**src/rtl/prng_pkg.sv**
```systemverilog
// prng_pkg -- definitions shared by the PRNG experiment blocks.
//   State encodings for the show/gap round sequencer, the Galois LFSR tap
//   mask, the replacement for an all-zero seed, and the LFSR step function.
package prng_pkg;

  localparam logic [1:0] IDLE = 2'd0;
  localparam logic [1:0] GAP  = 2'd1;
  localparam logic [1:0] SHOW = 2'd2;

  typedef enum logic [1:0] {
    ST_IDLE = IDLE,
    ST_GAP  = GAP,
    ST_SHOW = SHOW
  } pick_state_e;

  // x^16 + x^14 + x^13 + x^11, right-shifting Galois form
  localparam logic [15:0] LFSR_TAPS      = 16'hB400;
  localparam logic [15:0] LFSR_SAFE_SEED = 16'h0001;

  function automatic logic [15:0] lfsr_step(input logic [15:0] cur);
    return (cur >> 1) ^ (cur[0] ? LFSR_TAPS : 16'h0000);
  endfunction

endpackage

```
**src/rtl/lfsr16.sv**
```systemverilog
// lfsr16 -- free-running 16-bit Galois LFSR with all-zero recovery.
//   clk      in   system clock
//   rst      in   asynchronous, active-high reset (loads the effective seed)
//   o_state  out  current 16-bit LFSR state
// A zero SEED is replaced by LFSR_SAFE_SEED. Should the state ever become
// all-zero (it cannot by stepping, only by upset), the next edge reloads it.
module lfsr16
  import prng_pkg::*;
#(
  parameter logic [15:0] SEED = 16'hACE1
) (
  input  logic        clk,
  input  logic        rst,
  output logic [15:0] o_state
);

  localparam logic [15:0] SEED_EFF = (SEED == 16'h0000) ? LFSR_SAFE_SEED : SEED;

  logic [15:0] r_state;

  always_ff @(posedge clk or posedge rst) begin
    if (rst) begin
      r_state <= SEED_EFF;
    end else if (r_state == 16'h0000) begin
      r_state <= SEED_EFF;
    end else begin
      r_state <= lfsr_step(r_state);
    end
  end

  assign o_state = r_state;

endmodule

```
**src/rtl/mole_picker.sv**
```systemverilog
// mole_picker -- whack-a-mole target generator.
//   clk          in   system clock
//   rst          in   asynchronous, active-high reset
//   en           in   game running; low forces IDLE
//   hit          in   single-cycle player strike
//   digit        out  hole index shown this round (registered)
//   digit_valid  out  high while a round is showing
//   hit_ok       out  one-cycle pulse: hit landed during SHOW
//   miss         out  one-cycle pulse: SHOW window expired without a hit
//
// state | meaning
// IDLE  | game stopped, display blank
// GAP   | blank interval between rounds, counting GAP_CYCLES
// SHOW  | digit shown, counting SHOW_CYCLES or until a hit
module mole_picker
  import prng_pkg::*;
#(
  parameter logic [15:0] SEED        = 16'hACE1,
  parameter logic [23:0] SHOW_CYCLES = 24'd6_000_000,
  parameter logic [23:0] GAP_CYCLES  = 24'd3_000_000
) (
  input  logic       clk,
  input  logic       rst,
  input  logic       en,
  input  logic       hit,
  output logic [2:0] digit,
  output logic       digit_valid,
  output logic       hit_ok,
  output logic       miss
);

  localparam int unsigned MAX_CYCLES = (SHOW_CYCLES > GAP_CYCLES) ?
                                       int'(SHOW_CYCLES) : int'(GAP_CYCLES);
  localparam int unsigned CW = $clog2(MAX_CYCLES) + 1;
  localparam logic [CW-1:0] SHOW_LAST = CW'(SHOW_CYCLES - 24'd1);
  localparam logic [CW-1:0] GAP_LAST  = CW'(GAP_CYCLES - 24'd1);

  pick_state_e   r_state, w_state_nx;
  logic [CW-1:0] r_cnt, w_cnt_nx;
  logic [2:0]    r_digit, w_digit_nx;
  logic          r_valid, w_valid_nx;
  logic          r_hit_ok, w_hit_ok_nx;
  logic          r_miss, w_miss_nx;

  logic [15:0] w_lfsr;
  logic [2:0]  w_cand;
  logic [2:0]  w_pick;
  logic        w_unused_lfsr;

  lfsr16 #(.SEED(SEED)) u_lfsr (
    .clk     (clk),
    .rst     (rst),
    .o_state (w_lfsr)
  );

  // Only the low three bits choose a hole; the rest just keep the sequence long.
  assign w_unused_lfsr = ^w_lfsr[15:3];
  assign w_cand        = w_lfsr[2:0];
  // Bump a repeat of the current digit to the next hole (3-bit add wraps 7->0).
  assign w_pick        = (w_cand == r_digit) ? (w_cand + 3'd1) : w_cand;

  always_ff @(posedge clk or posedge rst) begin
    if (rst) begin
      r_state  <= ST_IDLE;
      r_cnt    <= '0;
      r_digit  <= 3'd0;
      r_valid  <= 1'b0;
      r_hit_ok <= 1'b0;
      r_miss   <= 1'b0;
    end else begin
      r_state  <= w_state_nx;
      r_cnt    <= w_cnt_nx;
      r_digit  <= w_digit_nx;
      r_valid  <= w_valid_nx;
      r_hit_ok <= w_hit_ok_nx;
      r_miss   <= w_miss_nx;
    end
  end

  always_comb begin
    w_state_nx  = r_state;
    w_cnt_nx    = r_cnt;
    w_digit_nx  = r_digit;
    w_valid_nx  = r_valid;
    w_hit_ok_nx = 1'b0;
    w_miss_nx   = 1'b0;

    if (!en) begin
      // Stopping the game beats a hit or expiry on the same edge; digit holds.
      w_state_nx = ST_IDLE;
      w_cnt_nx   = '0;
      w_valid_nx = 1'b0;
    end else begin
      unique case (r_state)
        ST_IDLE: begin
          w_state_nx = ST_GAP;
          w_cnt_nx   = '0;
        end
        ST_GAP: begin
          if (r_cnt == GAP_LAST) begin
            w_state_nx = ST_SHOW;
            w_cnt_nx   = '0;
            w_digit_nx = w_pick;
            w_valid_nx = 1'b1;
          end else begin
            w_cnt_nx = r_cnt + CW'(1);
          end
        end
        ST_SHOW: begin
          // Hit is tested first so a hit on the expiry edge still scores.
          if (hit) begin
            w_state_nx  = ST_GAP;
            w_cnt_nx    = '0;
            w_valid_nx  = 1'b0;
            w_hit_ok_nx = 1'b1;
          end else if (r_cnt == SHOW_LAST) begin
            w_state_nx = ST_GAP;
            w_cnt_nx   = '0;
            w_valid_nx = 1'b0;
            w_miss_nx  = 1'b1;
          end else begin
            w_cnt_nx = r_cnt + CW'(1);
          end
        end
        default: begin
          w_state_nx = ST_IDLE;
          w_cnt_nx   = '0;
          w_valid_nx = 1'b0;
        end
      endcase
    end
  end

  assign digit       = r_digit;
  assign digit_valid = r_valid;
  assign hit_ok      = r_hit_ok;
  assign miss        = r_miss;

endmodule

```
**config.mk**
```make
export PLATFORM = sky130hd
export DESIGN_NAME = mole_picker
export DESIGN_NICKNAME = d
export VERILOG_FILES = /design/src/rtl/prng_pkg.sv /design/src/rtl/lfsr16.sv /design/src/rtl/mole_picker.sv
export SDC_FILE = /design/constraint.sdc
export NUM_CORES = 1
export LEC_CHECK = 0
export ABC_AREA = 1
export BUFFER_PORTS_ARGS = -buffer_cell sky130_fd_sc_hd__buf_2
export CORE_MARGIN = 5
export CORE_UTILIZATION = 45
export CTS_CLUSTER_SIZE = 25
export DETAILED_ROUTE_END_ITERATION = 10
export SLEW_MARGIN = 20
export SYNTH_ARGS = -nofsm -noshare
export SYNTH_HDL_FRONTEND = slang
export SYNTH_SLANG_ARGS = --single-unit
```
**constraint.sdc**
```tcl
create_clock -name clk -period 3.75 [get_ports clk]
set_input_delay 0.75 -clock clk [delete_from_list [all_inputs] [get_ports clk]]
set_output_delay 0.75 -clock clk [all_outputs]
set_load 0.01 [all_outputs]
```
==> impl_metrics.xml, run 1 <==
<?xml version="1.0" encoding="UTF-8"?>
<metrics>
  <group name="critical_path">
    <metric name="timing.critical_path.cells" unit="">ha_1 -&gt; nand3_1 -&gt; nor2_1 -&gt; nand2_1 -&gt; nor2_1 -&gt; nand2_1 -&gt; nand2_1 -&gt; nand2_1 -&gt; nand2_2 -&gt; nor2_1</metric>
    <metric name="critical-path-top-cell-by-count" unit="">nand2_1</metric>
    <metric name="timing.critical_path.max_delay_family" unit="">simple AND/OR/NAND/NOR gates</metric>
    <metric name="startpoint_type" unit="">flop</metric>
    <metric name="critPathMaxStageDelay" unit="ps">390</metric>
    <metric name="path_class" unit="">reg2reg</metric>
    <metric name="r2r_slack" unit="ps">1860</metric>
    <metric name="cells_on_worst_reg2reg_path" unit="">10</metric>
    <metric name="cp.arrival" unit="ps">2070</metric>
    <metric name="critical_path.endpoint_type" unit="">flop</metric>
    <metric name="worstSetupPathDepth" unit="">10</metric>
    <metric name="critical_path.slowest_cell" unit="">dfrtp_1</metric>
    <metric name="worst-path-max-fanout" unit="">23</metric>
    <metric name="critical_path_required" unit="ps">3930</metric>
    <metric name="worstPathBufferInverterCount" unit="">0</metric>
  </group>
  <group name="cells_and_area">
    <metric name="finalCoreUtilization" unit="%">50.9</metric>
    <metric name="antennaDiodeCount" unit="">0</metric>
    <metric name="syn2layout_area_growth" unit="%">8.05</metric>
    <metric name="stdcell_area" unit="um2">2840</metric>
    <metric name="layout-drive-gt1-share" unit="%">10.4</metric>
    <metric name="layoutNonFillerInstCount" unit="">418</metric>
    <metric name="filler_cell_count" unit="">566</metric>
    <metric name="fin_nets" unit="">356</metric>
  </group>
  <group name="global_route">
    <metric name="grt_first_pass_wirelength" unit="um">9150</metric>
    <metric name="grt_pass1_vias" unit="">1963</metric>
    <metric name="globalRoute.totalOverflow" unit="">0</metric>
    <metric name="grt_max_degree" unit="">49</metric>
    <metric name="grtUsageTotal" unit="%">15.4</metric>
    <metric name="antenna_violations_before_repair" unit="">0</metric>
  </group>
  <group name="placed_design">
    <metric name="instance_area_at_placement" unit="um2">2700</metric>
    <metric name="dp_hpwl" unit="um">3770</metric>
    <metric name="place.port_buffers" unit="">9</metric>
    <metric name="gp_routability_congestion" unit="">0.933</metric>
    <metric name="post-place-cells" unit="">410</metric>
    <metric name="place_ws" unit="ps">1870</metric>
  </group>
  <group name="pwr">
    <metric name="ir_worst_vdd" unit="V">0.000176</metric>
    <metric name="power_leakage" unit="nW">1.31</metric>
    <metric name="pwr_total" unit="mW">1.11</metric>
    <metric name="pwr_density_cell" unit="nW/um2">390</metric>
  </group>
  <group name="worst_hold_path">
    <metric name="whs_path_depth" unit="">0</metric>
    <metric name="worst_hold_path_type" unit="">reg2reg</metric>
  </group>
  <group name="clocking">
    <metric name="clk_path_buf_depth" unit="">2</metric>
    <metric name="cts_setup_buffers" unit="">0</metric>
    <metric name="cts.clk_slew.worst_paths" unit="ps">90</metric>
    <metric name="cts.sinks" unit="">48</metric>
    <metric name="ctsResizeCount" unit="">0</metric>
    <metric name="cts_tree" unit="">done</metric>
    <metric name="cts_inserted_buffers" unit="">5</metric>
    <metric name="cts_hold_buf" unit="">0</metric>
    <metric name="clockRootBuffer" unit="">clkbuf_8</metric>
    <metric name="clk-insertion-delay-late" unit="ps">300</metric>
    <metric name="cts.htree.levels" unit="">2</metric>
  </group>
  <group name="logic_synthesis">
    <metric name="ys.flop_type" unit="">dfrtp_1</metric>
    <metric name="synth_seq_area_share" unit="%">46.1</metric>
    <metric name="synth_area" unit="um2">2630</metric>
    <metric name="synth_seq_cells" unit="">48</metric>
    <metric name="synth_cells" unit="">341</metric>
    <metric name="yosysWarnings" unit="">0</metric>
    <metric name="postSynthAreaPerCell" unit="um2">7.70</metric>
    <metric name="synth_fp_nets" unit="">352</metric>
    <metric name="synth_enable_flop_cells" unit="">0</metric>
    <metric name="synth_cell_type_count" unit="">28</metric>
    <metric name="asyncSetResetFlopFracSynth" unit="%">100</metric>
  </group>
  <group name="sta">
    <metric name="timing.final.max_slew_violations" unit="">0</metric>
    <metric name="finalSetupTns" unit="ps">0</metric>
    <metric name="postLayoutSetupSlackWorst" unit="ps">1860</metric>
    <metric name="timing_worst_slew_pin_value" unit="ps">807</metric>
    <metric name="rsz_0062_raised_after_global_routing" unit="">false</metric>
    <metric name="max_slew_margin" unit="%">46.1</metric>
    <metric name="post_route_minimum_period" unit="ps">1890</metric>
    <metric name="final.setup_skew" unit="ps">5.83</metric>
    <metric name="post-route-period-util" unit="%">50.4</metric>
    <metric name="clock.fmax" unit="MHz">529</metric>
    <metric name="worst_hold_margin" unit="ps">382</metric>
    <metric name="hold_viol" unit="">0</metric>
    <metric name="final-setup-viol-count" unit="">0</metric>
  </group>
  <group name="route">
    <metric name="route.detailed.vias_per_inst" unit="">4.83</metric>
    <metric name="avgRoutedWirePerCell" unit="um">12.5</metric>
    <metric name="detail_route.drc_violations" unit="">0</metric>
    <metric name="dr.first_iter.drc_count" unit="">169</metric>
    <metric name="route.final.wire_length" unit="um">5240</metric>
    <metric name="detailroute.via_count" unit="">2017</metric>
    <metric name="drt_pass1_iterations" unit="">4</metric>
    <metric name="antenna_left" unit="">0</metric>
  </group>
  <group name="floorplan">
    <metric name="die_h" unit="um">86.4</metric>
    <metric name="die-width" unit="um">86.4</metric>
    <metric name="core" unit="um2">5570</metric>
    <metric name="initial_utilization" unit="%">47.1</metric>
    <metric name="design.die.area" unit="um2">7460</metric>
    <metric name="fp-row-count" unit="">27</metric>
    <metric name="num_io_pins" unit="">10</metric>
  </group>
  <group name="flow_run">
    <metric name="drv_cap" unit="">0</metric>
  </group>
  <group name="outcome">
    <metric name="outcome" unit="">finished clean</metric>
  </group>
</metrics>
-- state kept, by name (all words and copies together) (netlist names) --
signal	count
digit	3
digit_valid	1
hit_ok	1
miss	1
r_cnt	24
r_state	2
u_lfsr.o_state	16
-- layout make-up --
cell class              instances  area [um2]  area share [%]
inverters                      46         174            6.13
multi-input cells             235        1180            41.6
well taps                      72        90.1            3.17
flip-flops and latches         48        1210            42.7
repair buffers                  9        45.0            1.59
clock inverters                 3        68.8            2.43
clock buffers                   5        68.8            2.43
-- path summary, 6_finish.rpt --
path	startpoint	endpoint
max in group asynchronous	rst	r_cnt[22]$_DFF_PP0_
setup reg to reg	r_cnt[0]$_DFF_PP0_	r_cnt[17]$_DFF_PP0_
setup / recovery	r_cnt[0]$_DFF_PP0_	r_cnt[17]$_DFF_PP0_
hold reg to reg	u_lfsr.o_state[9]$_DFF_PP0_	u_lfsr.o_state[8]$_DFF_PP0_
min in group asynchronous	rst	r_state[1]$_DFFE_PP0P_
hold / removal	u_lfsr.o_state[9]$_DFF_PP0_	u_lfsr.o_state[8]$_DFF_PP0_
-- where the power goes --
group | internal (mW) | switching, mW
sequential | 0.530 | 0.0116
combinational | 0.0326 | 0.0769
clock | 0.269 | 0.187
total | 0.831 | 0.276
-- cell usage in the layout, fill, tap and decap left out --
cell type | Yosys | routed
dfrtp_1 | 40 | 40
nor2_4 | 1 | 1
xor2_1 | 13 | 13
bufinv_16 | 0 | 2
nor3_4 | 1 | 1
inv_1 | 45 | 44
nor2_1 | 62 | 62
nand3_2 | 1 | 1
nor3_2 | 1 | 1
dfstp_2 | 8 | 8
o21ai_0 | 10 | 10
nand4_1 | 11 | 11
ha_1 | 7 | 7
clkbuf_8 | 0 | 5
o21ai_1 | 1 | 1
nand2_2 | 2 | 2
nor4_1 | 2 | 2
nand3_1 | 16 | 16
o21bai_1 | 1 | 1
buf_2 | 2 | 9
nor2_2 | 2 | 2
a21oi_1 | 2 | 2
nor3_1 | 5 | 5
nand3b_1 | 2 | 2
inv_6 | 0 | 1
or2_2 | 1 | 1
nand2_1 | 86 | 86
clkinv_2 | 0 | 1
inv_2 | 1 | 1
xnor2_1 | 8 | 8
-- cells by family after synthesis --
group / count (synthesis) / synth area share, %
compound gates: 14 / 2.76
fa+ha+maj: 7 / 3.33
xor+xnor: 21 / 7.00
buf+inv: 58 / 8.96
simple gates: 193 / 31.8
flops: 48 / 46.1
-- layer usage --
layer	up-vias	global-route usage, %	routed length, um
li1	1052	-	-
met4	0	3.97	47
met5	-	0	0
met1	925	21.9	2600
met2	34	23.4	2390
met3	6	4.09	199
-- worst register-to-register path: stages (launching register included) --
cell and delay (ps):
dfrtp_1 390, ha_1 220, nand3_1 130, nor2_1 160
nand2_1 100, nor2_1 100, nand2_1 70, nand2_1 60
nand2_1 60, nand2_2 360, nor2_1 110
-- cell usage after synthesis, drive strengths merged (2+ instances only) --
library cell / n / area share [%]
dfstp: 8 / 8.0
inv: 46 / 6.6
nand2: 88 / 13
clkbuf: 8 / 1.1
ha: 7 / 3.3
nand3b: 2 / 0.57
xnor2: 8 / 2.7
xor2: 13 / 4.3
nand4: 11 / 2.6
o21ai: 11 / 2.1
nand3: 17 / 3.4
buf: 4 / 1.2
nor4: 2 / 0.48
nor2: 65 / 9.8
dfrtp: 40 / 38
a21oi: 2 / 0.38
nor3: 7 / 2.0
No activity file was read; power rests on OpenSTA's default activity.
==> run 2, diff against run 1 <==
clock period = 1.5 ns   (was 3.75 ns; I/O delays follow)
==> run 2 against run 1 <==
The run now ends with negative setup slack left. Design area up 16%. Global-route usage up 1.2 points. Wire length up 11%. Sequential power up 150%. Power rose to 2.6 times the previous value. Final cell count up 8.9%. Combinational power rose to 3.7 times the previous value. Non-clock buffer count up 37. Register-to-register slack worse by 2000 ps. Fmax up 19%. First-iteration DRC count down 41%.
==> impl_metrics.xml, run 2 (synthesis results as in run 1) <==
<?xml version="1.0" encoding="UTF-8"?>
<metrics>
  <group name="clocking">
    <metric name="clockRootBuffer" unit="">clkbuf_8</metric>
    <metric name="cts.clk_slew.worst_paths" unit="ps">100</metric>
    <metric name="cts_inserted_buffers" unit="">5</metric>
    <metric name="cts_tree" unit="">done</metric>
    <metric name="clk-insertion-delay-late" unit="ps">310</metric>
    <metric name="cts.sinks" unit="">48</metric>
    <metric name="clk_path_buf_depth" unit="">2</metric>
    <metric name="cts.htree.levels" unit="">2</metric>
  </group>
  <group name="route">
    <metric name="top_layer_used" unit="">met4</metric>
    <metric name="detail_route.drc_violations" unit="">0</metric>
    <metric name="detail_route.wirelength.met1" unit="um">2870</metric>
    <metric name="dr_wl_met2" unit="um">2660</metric>
    <metric name="detailroute.via_count" unit="">2160</metric>
    <metric name="met3_wirelength" unit="um">212</metric>
    <metric name="route.final.wire_length" unit="um">5800</metric>
    <metric name="antenna_left" unit="">0</metric>
    <metric name="avgRoutedWirePerCell" unit="um">12.8</metric>
    <metric name="drt_pass1_iterations" unit="">4</metric>
    <metric name="dr.first_iter.drc_count" unit="">99</metric>
    <metric name="route.detailed.vias_per_inst" unit="">4.75</metric>
  </group>
  <group name="sta">
    <metric name="worst_hold_margin" unit="ps">160</metric>
    <metric name="hold_viol" unit="">0</metric>
    <metric name="final-setup-viol-count" unit="">27</metric>
    <metric name="timing.final.max_slew_violations" unit="">0</metric>
    <metric name="postLayoutSetupSlackWorst" unit="ps">-90.2</metric>
    <metric name="final.setup_skew" unit="ps">10.8</metric>
    <metric name="timing_worst_slew_pin_value" unit="ps">349</metric>
    <metric name="rsz_0062_raised_after_global_routing" unit="">true</metric>
    <metric name="max_slew_margin" unit="%">76.7</metric>
    <metric name="clock.fmax" unit="MHz">629</metric>
    <metric name="post_route_minimum_period" unit="ps">1590</metric>
    <metric name="post-route-period-util" unit="%">106</metric>
  </group>
  <group name="cells_and_area">
    <metric name="antennaDiodeCount" unit="">0</metric>
    <metric name="layout-drive-gt1-share" unit="%">27.4</metric>
    <metric name="largest-register" unit="">r_cnt</metric>
    <metric name="filler_cell_count" unit="">505</metric>
    <metric name="most_common_library_cell_in_the_layout_ignoring_fill_and_taps" unit="">nand2_1</metric>
    <metric name="largest_register_ff_count" unit="">24</metric>
    <metric name="mostFrequentLayoutCells" unit="">nand2_1 (80), nor2_1 (46), inv_1 (42), dfrtp_1 (39), buf_4 (31)</metric>
    <metric name="finalCoreUtilization" unit="%">59.2</metric>
    <metric name="syn2layout_area_growth" unit="%">25.7</metric>
    <metric name="fin_nets" unit="">393</metric>
  </group>
  <group name="critical_path">
    <metric name="cp.arrival" unit="ps">1790</metric>
    <metric name="worstPathBufferInverterCount" unit="">2</metric>
    <metric name="timing.critical_path.cells" unit="">ha_4 -&gt; nand3_4 -&gt; buf_4 -&gt; buf_6 -&gt; nor2_4 -&gt; nand3_2 -&gt; nor2_2 -&gt; nand2_2 -&gt; nand2_1 -&gt; o21ai_1</metric>
    <metric name="critPathMaxStageDelay" unit="ps">410</metric>
    <metric name="startpoint_type" unit="">flop</metric>
    <metric name="path_class" unit="">reg2reg</metric>
    <metric name="critical_path_required" unit="ps">1700</metric>
    <metric name="critical_path.slowest_cell" unit="">dfrtp_1</metric>
    <metric name="critical_path.endpoint_type" unit="">flop</metric>
    <metric name="timing.critical_path.max_delay_family" unit="">simple AND/OR/NAND/NOR gates</metric>
    <metric name="worst-path-max-fanout" unit="">6</metric>
  </group>
  <group name="global_route">
    <metric name="grt_first_pass_wirelength" unit="um">9940</metric>
    <metric name="antenna_violations_before_repair" unit="">0</metric>
    <metric name="globalRoute.totalOverflow" unit="">0</metric>
    <metric name="grtUsageTotal" unit="%">16.6</metric>
    <metric name="grt_max_degree" unit="">36</metric>
    <metric name="grt_pass1_vias" unit="">2180</metric>
  </group>
  <group name="floorplan">
    <metric name="die-width" unit="um">86.4</metric>
    <metric name="design.die.area" unit="um2">7460</metric>
    <metric name="fp-row-count" unit="">27</metric>
    <metric name="core" unit="um2">5570</metric>
    <metric name="num_io_pins" unit="">10</metric>
    <metric name="initial_utilization" unit="%">47.1</metric>
    <metric name="die_h" unit="um">86.4</metric>
  </group>
  <group name="pwr">
    <metric name="power_leakage" unit="nW">1.53</metric>
    <metric name="ir_worst_vdd" unit="V">0.000611</metric>
    <metric name="pwr_density_cell" unit="nW/um2">880</metric>
  </group>
  <group name="flow_run">
    <metric name="drv_cap" unit="">0</metric>
  </group>
  <group name="outcome">
    <metric name="outcome" unit="">finished, violations left</metric>
    <metric name="violations" unit="">negative setup slack</metric>
  </group>
  <group name="placed_design">
    <metric name="dp_hpwl" unit="um">4110</metric>
    <metric name="gp_routability_congestion" unit="">0.890</metric>
    <metric name="place.port_buffers" unit="">9</metric>
  </group>
  <group name="worst_hold_path">
    <metric name="worst_hold_path_type" unit="">in2reg</metric>
  </group>
</metrics>
==> run 2: changes by cell type in the layout (fill, tap and decap cells not counted), moves of 4 or more <==
cell / previous run / this run
buf_4: 0 / 31
nand2_1: 86 / 80
nand2_2: 2 / 7
nand3_1: 16 / 12
nor2_1: 62 / 46
nor2_2: 2 / 14
nor2_4: 1 / 5
==> run 2: through the flow <==
stage | setup TNS, ps | setup slack [ps] | instance area [um2] | power [mW] | cells
floorplan | 0 | 5.82 | 2630 | 1.61 | 341
global placement | -1370 | -67.2 | 2940 | 1.71 | 438
detailed placement | -1600 | -77.1 | 2940 | 1.71 | 438
CTS | -1640 | -100 | 3190 | 2.96 | 452
global route | -5210 | -195 | 3300 | 3.05 | 455
finish | -1850 | -90.2 | 3300 | 2.91 | 455
==> run 2: final cells by class <==
| type | instances | area (um2) | share of cell area (%) |
|---|---|---|---|
| flip-flops and latches | 48 | 1210 | 36.7 |
| multi-input cells | 235 | 1320 | 40.1 |
| inverters | 46 | 173 | 5.23 |
| repair buffers | 46 | 365 | 11.1 |
| clock buffers | 5 | 68.8 | 2.08 |
| well taps | 72 | 90.1 | 2.73 |
| clock inverters | 3 | 68.8 | 2.08 |
==> run 2: power by group <==
group          internal [mW]  total (mW)  switching [mW]
sequential              1.32        1.35          0.0281
clock                  0.671        1.14           0.471
combinational          0.160       0.412           0.251
==> run 2: timing repair <==
| action | in CTS | in global routing |
|---|---|---|
| hold buffers | 1 | 0 |
| gates cloned | 1 | 0 |
| hold endpoints to repair | 13 | 0 |
| buffers inserted | 5 | 6 |
| setup endpoints to repair | 25 | 39 |
| resized for setup | 13 | 35 |
| pin swaps | 0 | 11 |
==> run 2: per-layer routing <==
| layer | track usage, % | vias up |
|---|---|---|
| met1 | 23.7 | 991 |
| li1 | - | 1130 |
| met4 | 3.82 | 0 |
| met3 | 2.85 | 6 |
| met2 | 26.5 | 33 |
| met5 | 0 | - |
==> run 2: path summary, 6_finish.rpt <==
path / startpoint / endpoint / depth (start not counted) / slack (ps)
max in group asynchronous: rst / u_lfsr.o_state[10]$_DFF_PP1_ / 4 / 440
min: hit / miss$_DFF_PP0_ / 2 / 160
min reg2reg: u_lfsr.o_state[3]$_DFF_PP0_ / u_lfsr.o_state[2]$_DFF_PP0_ / 0 / 380
max: r_cnt[1]$_DFF_PP0_ / digit[0]$_DFFE_PP0P_ / 10 / -90
min in group asynchronous: rst / r_state[0]$_DFFE_PP0P_ / 3 / 490
max reg2reg: r_cnt[1]$_DFF_PP0_ / digit[0]$_DFFE_PP0P_ / 10 / -90
==> run 2: worst register-to-register path, cell delays in order (launching register included) <==
cell	delay (ps)
dfrtp_1	410
ha_4	170
nand3_4	70
buf_4	150
buf_6	110
nor2_4	70
nand3_2	110
nor2_2	140
nand2_2	110
nand2_1	90
o21ai_1	60
==> run 3, diff against run 2 <==
CTS_BUF_LIST = sky130_fd_sc_hd__clkbuf_16   (was not set)
==> run 3 against run 2 <==
The run still ends with negative setup slack left. Critical path type unchanged. Wire length grew 2.0%. Non-clock buffer count increased by 2. Clock power is 27% higher. Highest routed layer unchanged. Utilization rose by 0.90 points. Clock skew fell by 5.0 ps.
==> impl_metrics.xml, run 3 (synthesis results as in run 1) <==
<?xml version="1.0" encoding="UTF-8"?>
<metrics>
  <group name="sta">
    <metric name="rsz_0062_raised_after_global_routing" unit="">true</metric>
    <metric name="final.setup_skew" unit="ps">5.72</metric>
    <metric name="final-setup-viol-count" unit="">31</metric>
    <metric name="timing.final.max_slew_violations" unit="">0</metric>
    <metric name="clock.fmax" unit="MHz">612</metric>
    <metric name="post_route_minimum_period" unit="ps">1630</metric>
    <metric name="postLayoutSetupSlackWorst" unit="ps">-135</metric>
    <metric name="worst_hold_margin" unit="ps">188</metric>
    <metric name="timing_worst_slew_pin_value" unit="ps">356</metric>
    <metric name="max_slew_margin" unit="%">76.2</metric>
    <metric name="post-route-period-util" unit="%">109</metric>
    <metric name="hold_viol" unit="">0</metric>
  </group>
  <group name="global_route">
    <metric name="grt_first_pass_wirelength" unit="um">10300</metric>
    <metric name="antenna_violations_before_repair" unit="">0</metric>
    <metric name="grtUsageTotal" unit="%">17.3</metric>
    <metric name="globalRoute.totalOverflow" unit="">0</metric>
    <metric name="grt_max_degree" unit="">36</metric>
    <metric name="grt_pass1_vias" unit="">2244</metric>
  </group>
  <group name="cells_and_area">
    <metric name="stdcell_area" unit="um2">3350</metric>
    <metric name="antennaDiodeCount" unit="">0</metric>
    <metric name="largest_register_ff_count" unit="">24</metric>
    <metric name="largest-register" unit="">r_cnt</metric>
    <metric name="most_common_library_cell_in_the_layout_ignoring_fill_and_taps" unit="">nand2_1</metric>
    <metric name="layout-drive-gt1-share" unit="%">27.0</metric>
    <metric name="syn2layout_area_growth" unit="%">27.6</metric>
    <metric name="filler_cell_count" unit="">499</metric>
    <metric name="fin_nets" unit="">395</metric>
    <metric name="mostFrequentLayoutCells" unit="">nand2_1 (80), nor2_1 (49), inv_1 (42), dfrtp_1 (38), buf_4 (33)</metric>
  </group>
  <group name="critical_path">
    <metric name="cp.arrival" unit="ps">1810</metric>
    <metric name="critical_path_required" unit="ps">1680</metric>
    <metric name="critPathMaxStageDelay" unit="ps">400</metric>
    <metric name="path_class" unit="">reg2reg</metric>
    <metric name="timing.critical_path.max_delay_family" unit="">simple AND/OR/NAND/NOR gates</metric>
    <metric name="critical_path.slowest_cell" unit="">dfrtp_1</metric>
    <metric name="startpoint_type" unit="">flop</metric>
    <metric name="worstSetupPathDepth" unit="">10</metric>
    <metric name="critical_path.endpoint_type" unit="">flop</metric>
    <metric name="cells_on_worst_reg2reg_path" unit="">10</metric>
    <metric name="worstPathBufferInverterCount" unit="">2</metric>
    <metric name="worst-path-max-fanout" unit="">6</metric>
    <metric name="timing.critical_path.cells" unit="">ha_4 -&gt; nand3_4 -&gt; buf_4 -&gt; buf_6 -&gt; nor2_4 -&gt; nand3_2 -&gt; nor2_2 -&gt; nand2_2 -&gt; nand2_1 -&gt; o21ai_1</metric>
  </group>
  <group name="flow_run">
    <metric name="drv_cap" unit="">0</metric>
  </group>
  <group name="pwr">
    <metric name="pwr_density_cell" unit="nW/um2">961</metric>
    <metric name="ir_worst_vdd" unit="V">0.000579</metric>
    <metric name="p_sw" unit="mW">0.769</metric>
    <metric name="power_switching_share" unit="%">23.9</metric>
    <metric name="sequentialPowerShare" unit="%">42.0</metric>
    <metric name="p_comb_share" unit="%">12.8</metric>
    <metric name="internal_power" unit="mW">2.45</metric>
    <metric name="clock_power_share" unit="%">45.2</metric>
    <metric name="power_leakage" unit="nW">1.55</metric>
  </group>
  <group name="floorplan">
    <metric name="core" unit="um2">5570</metric>
    <metric name="die-width" unit="um">86.4</metric>
    <metric name="design.die.area" unit="um2">7460</metric>
    <metric name="fp-row-count" unit="">27</metric>
    <metric name="num_io_pins" unit="">10</metric>
    <metric name="die_h" unit="um">86.4</metric>
    <metric name="initial_utilization" unit="%">47.1</metric>
  </group>
  <group name="clocking">
    <metric name="clk_path_buf_depth" unit="">2</metric>
    <metric name="cts.clk_slew.worst_paths" unit="ps">70</metric>
    <metric name="cts.sinks" unit="">48</metric>
    <metric name="cts_tree" unit="">done</metric>
    <metric name="clockRootBuffer" unit="">clkbuf_16</metric>
    <metric name="clk-insertion-delay-late" unit="ps">290</metric>
    <metric name="cts.htree.levels" unit="">2</metric>
    <metric name="cts_inserted_buffers" unit="">5</metric>
  </group>
  <group name="placed_design">
    <metric name="gp_routability_congestion" unit="">0.890</metric>
    <metric name="place.port_buffers" unit="">9</metric>
    <metric name="instance_area_at_placement" unit="um2">2940</metric>
    <metric name="dp_hpwl" unit="um">4110</metric>
  </group>
  <group name="route">
    <metric name="dr.first_iter.drc_count" unit="">135</metric>
    <metric name="detail_route.wirelength.met1" unit="um">2760</metric>
    <metric name="dr_wl_met2" unit="um">2790</metric>
    <metric name="avgRoutedWirePerCell" unit="um">12.9</metric>
    <metric name="detailroute.via_count" unit="">2179</metric>
    <metric name="drt_pass1_iterations" unit="">5</metric>
    <metric name="detail_route.drc_violations" unit="">0</metric>
    <metric name="antenna_left" unit="">0</metric>
    <metric name="route.final.wire_length" unit="um">5920</metric>
    <metric name="route.detailed.vias_per_inst" unit="">4.77</metric>
    <metric name="met3_wirelength" unit="um">297</metric>
    <metric name="top_layer_used" unit="">met4</metric>
  </group>
  <group name="worst_hold_path">
    <metric name="whs_path_depth" unit="">2</metric>
    <metric name="worst_hold_path_type" unit="">in2reg</metric>
  </group>
  <group name="outcome">
    <metric name="outcome" unit="">finished, violations left</metric>
    <metric name="violations" unit="">negative setup slack</metric>
  </group>
</metrics>
## run 3: cell count changes in the layout (fill, tap and decap cells not counted), moves of 2 or more
| cell | delta |
|---|---|
| buf_4 | +2 |
| nor2_2 | -2 |
| clkbuf_16 | +5 |
| nor2_1 | +3 |
| clkbuf_8 | -5 |
## run 3: worst paths after layout
kind                                                   from                      endpoint  slack (ps)
worst min-delay path                                    hit                miss$_DFF_PP0_         190
max in group asynchronous                               rst  u_lfsr.o_state[10]$_DFF_PP1_         410
worst max-delay path                     r_cnt[1]$_DFF_PP0_          digit[0]$_DFFE_PP0P_        -130
min in group asynchronous                               rst        r_state[0]$_DFFE_PP0P_         520
worst max register to register           r_cnt[1]$_DFF_PP0_          digit[0]$_DFFE_PP0P_        -130
worst min register to register  u_lfsr.o_state[3]$_DFF_PP0_   u_lfsr.o_state[2]$_DFF_PP0_         370
## run 3: routing by layer
layer | GRT usage, % | vias to the layer above
met4 | 4.25 | 0
met5 | 0 | -
met3 | 3.14 | 6
met2 | 28.4 | 41
li1 | - | 1130
met1 | 23.6 | 1002
## run 3: what timing repair did
| action | 4_1_cts | 5_1_grt |
|---|---|---|
| pin swaps | 0 | 12 |
| hold buffers | 1 | 0 |
| resized for setup | 12 | 31 |
| setup endpoints to repair | 25 | 39 |
| cloned | 1 | 0 |
| endpoints found under the hold margin | 13 | 0 |
| buffers inserted | 7 | 5 |
## run 3: area by class of cell
cell class              instances  area (um2)  share of cell area [%]
repair buffers                 48         380                    11.4
multi-input cells             235        1300                    38.8
flip-flops and latches         48        1210                    36.2
well taps                      72        90.1                    2.69
inverters                      46         173                    5.15
clock inverters                 3        68.8                    2.05
clock buffers                   5         125                    3.73
## run 3: power groups by stage
stage               combinational [mW]  sequential, mW  clock [mW]
floorplan                        0.242            1.37           0
detailed placement               0.335            1.38           0
global route                     0.468            1.36        1.55
finish                           0.412            1.35        1.45
CTS                              0.460            1.35        1.48
global placement                 0.336            1.37           0
## run 3: stage by stage
| step | setup slack [ps] | util (%) | total power [mW] | instances | TNS (ps) |
|---|---|---|---|---|---|
| floorplan | 5.82 | - | 1.61 | 341 | 0 |
| detailed placement | -77.1 | 52.7 | 1.71 | 438 | -1600 |
| global route | -225 | 60.1 | 3.38 | 457 | -6100 |
| finish | -135 | 60.1 | 3.22 | 457 | -2700 |
| CTS | -99.6 | 58.7 | 3.29 | 455 | -1500 |
| global placement | -67.2 | 52.7 | 1.71 | 438 | -1370 |
## run 3: worst register-to-register path, stage by stage, from the launching register on
cell     delay (ps)
dfrtp_1         400
ha_4            180
nand3_4          80
buf_4           160
buf_6           110
nor2_4           80
nand3_2         110
nor2_2          140
nand2_2         110
nand2_1          90
o21ai_1          60
